[src/rtl/conversie_bcd_pkg.sv]
// Shared constants for the binary-to-BCD converter: data widths, FSM encodings
// and the per-digit correction rule, reused by the upstream power block and benches.
package conversie_bcd_pkg;

  localparam int W  = 16;
  localparam int ND = 5;

  localparam logic [1:0] S_IDLE  = 2'd0;
  localparam logic [1:0] S_SHIFT = 2'd1;
  localparam logic [1:0] S_DONE  = 2'd2;

  // Double-dabble correction: a digit of 5 or more would overflow when doubled.
  localparam logic [3:0] CORR_THRESH = 4'd5;
  localparam logic [3:0] CORR_ADD    = 4'd3;

endpackage

[src/rtl/conversie_bcd_corectie_cifra.sv]
// Combinational double-dabble digit correction: adds 3 to a BCD digit that is 5 or more
// so that the following left shift carries correctly into the next decimal digit.
module corectie_cifra
  import conversie_bcd_pkg::*;
(
  input  logic [3:0] din,
  output logic [3:0] dout
);

  assign dout = (din >= CORR_THRESH) ? (din + CORR_ADD) : din;

endmodule

[src/rtl/conversie_bcd.sv]
// Sequential double-dabble converter: one bit per SHIFT cycle, result latched in DONE.
// Conversions are requested by a rising edge on start; only W=16 / ND=5 is supported.
module conversie_bcd #(
  parameter int W  = conversie_bcd_pkg::W,
  parameter int ND = conversie_bcd_pkg::ND
) (
  input  logic            Clk,
  input  logic            Rst_n,
  input  logic            start,
  input  logic [W-1:0]    P,
  output logic [4*ND-1:0] BCD,
  output logic            ack,
  output logic            busy
);

  import conversie_bcd_pkg::S_IDLE;
  import conversie_bcd_pkg::S_SHIFT;
  import conversie_bcd_pkg::S_DONE;

  localparam int CW = $clog2(W + 1);

  logic [1:0]      state_reg;
  logic            start_q;
  logic [CW-1:0]   cnt_reg;
  logic [W-1:0]    bin_reg;
  logic [4*ND-1:0] dig_reg;
  logic [4*ND-1:0] dig_corr;
  logic            start_edge;

  assign start_edge = start & ~start_q;
  assign busy       = (state_reg != S_IDLE);

  genvar gi;
  generate
    for (gi = 0; gi < ND; gi++) begin : g_corr
      corectie_cifra u_corr (
        .din  (dig_reg[4*gi +: 4]),
        .dout (dig_corr[4*gi +: 4])
      );
    end
  endgenerate

  always_ff @(posedge Clk or negedge Rst_n) begin
    if (!Rst_n) begin
      state_reg <= S_IDLE;
      start_q   <= 1'b0;
      cnt_reg   <= '0;
      bin_reg   <= '0;
      dig_reg   <= '0;
      BCD       <= '0;
      ack       <= 1'b0;
    end else begin
      start_q <= start;
      case (state_reg)
        S_IDLE: begin
          if (start_edge) begin
            bin_reg   <= P;
            dig_reg   <= '0;
            cnt_reg   <= CW'(W);
            ack       <= 1'b0;
            state_reg <= S_SHIFT;
          end
        end
        S_SHIFT: begin
          // Correct first, then shift the whole {digits, binary} word one bit left.
          {dig_reg, bin_reg} <= {dig_corr, bin_reg} << 1;
          cnt_reg            <= cnt_reg - 1'b1;
          if (cnt_reg == CW'(1)) begin
            state_reg <= S_DONE;
          end
        end
        S_DONE: begin
          BCD       <= dig_reg;
          ack       <= 1'b1;
          state_reg <= S_IDLE;
        end
        default: begin
          state_reg <= S_IDLE;
        end
      endcase
    end
  end

endmodule

[config.mk]
export PLATFORM = sky130hd
export DESIGN_NAME = conversie_bcd
export DESIGN_NICKNAME = d
export VERILOG_FILES = /design/src/rtl/conversie_bcd_pkg.sv /design/src/rtl/conversie_bcd_corectie_cifra.sv /design/src/rtl/conversie_bcd.sv
export SDC_FILE = /design/constraint.sdc
export NUM_CORES = 1
export LEC_CHECK = 0
export CORE_UTILIZATION = 45
export CTS_CLUSTER_DIAMETER = 100
export DETAILED_ROUTE_END_ITERATION = 6
export PLACE_DENSITY = 0.72
export SETUP_SLACK_MARGIN = 0.4
export SLEW_MARGIN = 20
export SYNTH_ARGS = -nofsm -noshare
export SYNTH_HDL_FRONTEND = slang
export SYNTH_SLANG_ARGS = --single-unit
[constraint.sdc]
create_clock -name Clk -period 1.55 [get_ports Clk]
set_input_delay 0.31 -clock Clk [delete_from_list [all_inputs] [get_ports Clk]]
set_output_delay 0.31 -clock Clk [all_outputs]
set_load 0.005 [all_outputs]
==> run summary <==
Pleak: 2.35 nW
Finished Cell Area: 4830 um2
First-pass GRT wire length: 11,800 um
Routed vias/inst: 5.54
CP arrival: 1.25 ns
Multi-input gate area: 1680 um2
Crit path time final: 1.56 ns
Crit path launch type: flop
Placement Setup Slack: -0.219 ns
Num CTS Buffers: 9
Fmax: 641 MHz
Row count: 29
GRT Total Usage: 21.5%
H-tree depth: 3
Sequential area share after synthesis: 54.9%
Clk root buf: clkbuf_8
Vias in the first global route: 2,423
Final Max Slew Viols: 0
Worst-path clk slew: 0.07 ns
DR pass1 iterations: 7
Number of cells after detailed placement: 389
Syn avg cell area: 11.0 um2
Height of the die: 83.1 um
Routed Antenna Nets: 0
Post-synthesis net count: 301
Initial antenna violation count: 0
Die Area: 6910 um2
# fillers: 384
Vias: 2,589
Synthesis-stage register bit count: 65
Failing checks: design-rule violations, negative setup slack
Total global routing overflow: 0
Post-route setup slack: -0.0103 ns
RSZ-0062 raised after global routing: true
Final Skew: 0.00948 ns
Commonest non-fill, non-tap cell in the layout: dfrtp_1
Period utilization: 101%
Io pins: 41
Die Span X: 83.1 um
Number of synthesized flops with an enable pin: 0
Max Cap Viol: 0
DRC: 6
Layout cell share with drive strength beyond 1: 50.8%
Synthesized area: 2960 um2
Placer Congestion: 0.735
Post-DP HPWL: 4040 um
Layout Nets: 417
Setup TNS: -0.0103 ns
Status: finished with violations
Final Hold Fails: 0
Synthesis-to-finish area growth: 63.0%
Core area: 6350 um2
Post-Layout Cell Count: 467
Synthesis Warnings: 0
Drt first-iter violations: 174
CP endpoint kind: output pin
Starting Density: 46.7%
Post-placement cell area: 3700 um2
Required time worst endpoint: 1.24 ns
WL final: 8440 um
Unique masters post-synth: 33
Worst VDD drop: 1.37 mV
Antenna diodes: 0
FFs w/ async S/R, synth: 100%
CP Max Fanout: 2
Prevailing post-synth register cell: dfrtp_1
CTS tree: done
Clk_lat worst skew: 0.34 ns
Class of the worst hold path: primary input to flop
Least-Margin Pin Slew: 0.352 ns
CTS sink count: 65
CTS max path bufs: 2
# setup viols final: 1
Max-slew headroom: 76.5%
Largest net degree at the start of global routing: 66
Register area: 1630 um2
Min Hold Slack: 0.248 ns
Pwr per Cell Area: 2150 nW/um2
Wire per inst: 18.1 um
Critical path type: flop to output pin
Port bufs: 40
Cells after Synth: 270
Most frequent cells in the layout: 60 x dfrtp_1, 44 x buf_4, 26 x nand2_1
[layer usage]
layer | global-route usage, % | up-vias | wire length (um)
met5 | 0 | - | 0
met4 | 10.7 | 0 | 163
met3 | 4.08 | 17 | 376
met2 | 34.1 | 99 | 4300
met1 | 28.3 | 1285 | 3590
li1 | - | 1188 | -
[worst paths after layout]
check | start | endpoint | slack [ns] | depth (start not counted)
min | start | start_q$_DFF_PN0_ | 0.25 | 2
max | state_reg[1]$_DFFE_PN0P_ | busy | -0.01 | 3
max reg2reg | state_reg[1]$_DFFE_PN0P_ | bin_reg[11]$_DFFE_PN0P_ | 0.02 | 7
max in group asynchronous | Rst_n | dig_reg[4]$_DFFE_PN0P_ | 0.73 | 3
min in group asynchronous | Rst_n | BCD[12]$_DFFE_PN0P_ | 0.51 | 3
min reg2reg | bin_reg[15]$_DFFE_PN0P_ | bin_reg[15]$_DFFE_PN0P_ | 0.50 | 2
[power by group]
part	switching [mW]	total (mW)	leakage [nW]	internal, mW
sequential	0.671	3.03	0.846	2.36
clock	0.648	1.47	0.102	0.818
combinational	2.68	5.90	1.41	3.22
[through the flow]
step	total power, mW	utilization [%]
final	10.4	76.1
after global routing	11.0	76.1
after CTS	8.49	64.5
after detailed placement	6.41	58.2
after global placement	6.24	58.2
after floorplan	5.29	-
[synth_stat cells, drive strengths merged (4+ instances only)]
cell type	instances	area (um2)
buf	11	87.6
o21ai	29	149
nand2b	8	50.1
nor3	6	30.0
a222oi	14	140
nand3	10	50.1
dfrtp	65	1630
inv	28	105
a21oi	6	30.0
xor2	7	61.3
nor2	5	35.0
o31ai	4	30.0
xnor2	5	43.8
mux2	10	113
nand2	32	120
o311ai	5	43.8
ha	12	150
[cells by family (layout without fill, tap and decap cells)]
kind of cell	after synthesis	after routing	share of synthesized area (%)
flip-flops	65	65	54.9
multiplexers	11	11	4.14
AO/OA/AOI/OAI	63	63	14.7
AND/OR/NAND/NOR	66	69	10.9
XOR/XNOR	12	12	3.55
buffers and inverters	41	158	6.76
adder cells (fa/ha/maj)	12	12	5.07
[repair_timing]
| item | in CTS | in global routing |
|---|---|---|
| cloned | 5 | 6 |
| endpoints found under the setup margin | 85 | 85 |
| hold buffers | 1 | 0 |
| endpoints found under the hold margin | 50 | 0 |
| buffers inserted | 14 | 37 |
| resized for setup | 109 | 85 |
| pin swaps | 20 | 25 |
[area by class of cell]
class / count / area share, %
Tap cell: 77 / 1.99
Timing Repair Buffer: 115 / 23.2
Sequential cell: 65 / 33.8
Inverter: 28 / 2.23
Clock buffer: 12 / 3.21
Clock inverter: 3 / 0.829
Multi-Input combinational cell: 167 / 34.7
[critical path, stage by stage, from the launching register on]
cell and delay (ns):
dfrtp_1 0.41, buf_4 0.14, or2_4 0.24, buf_6 0.12
No activity file was read; power rests on OpenSTA's default activity.
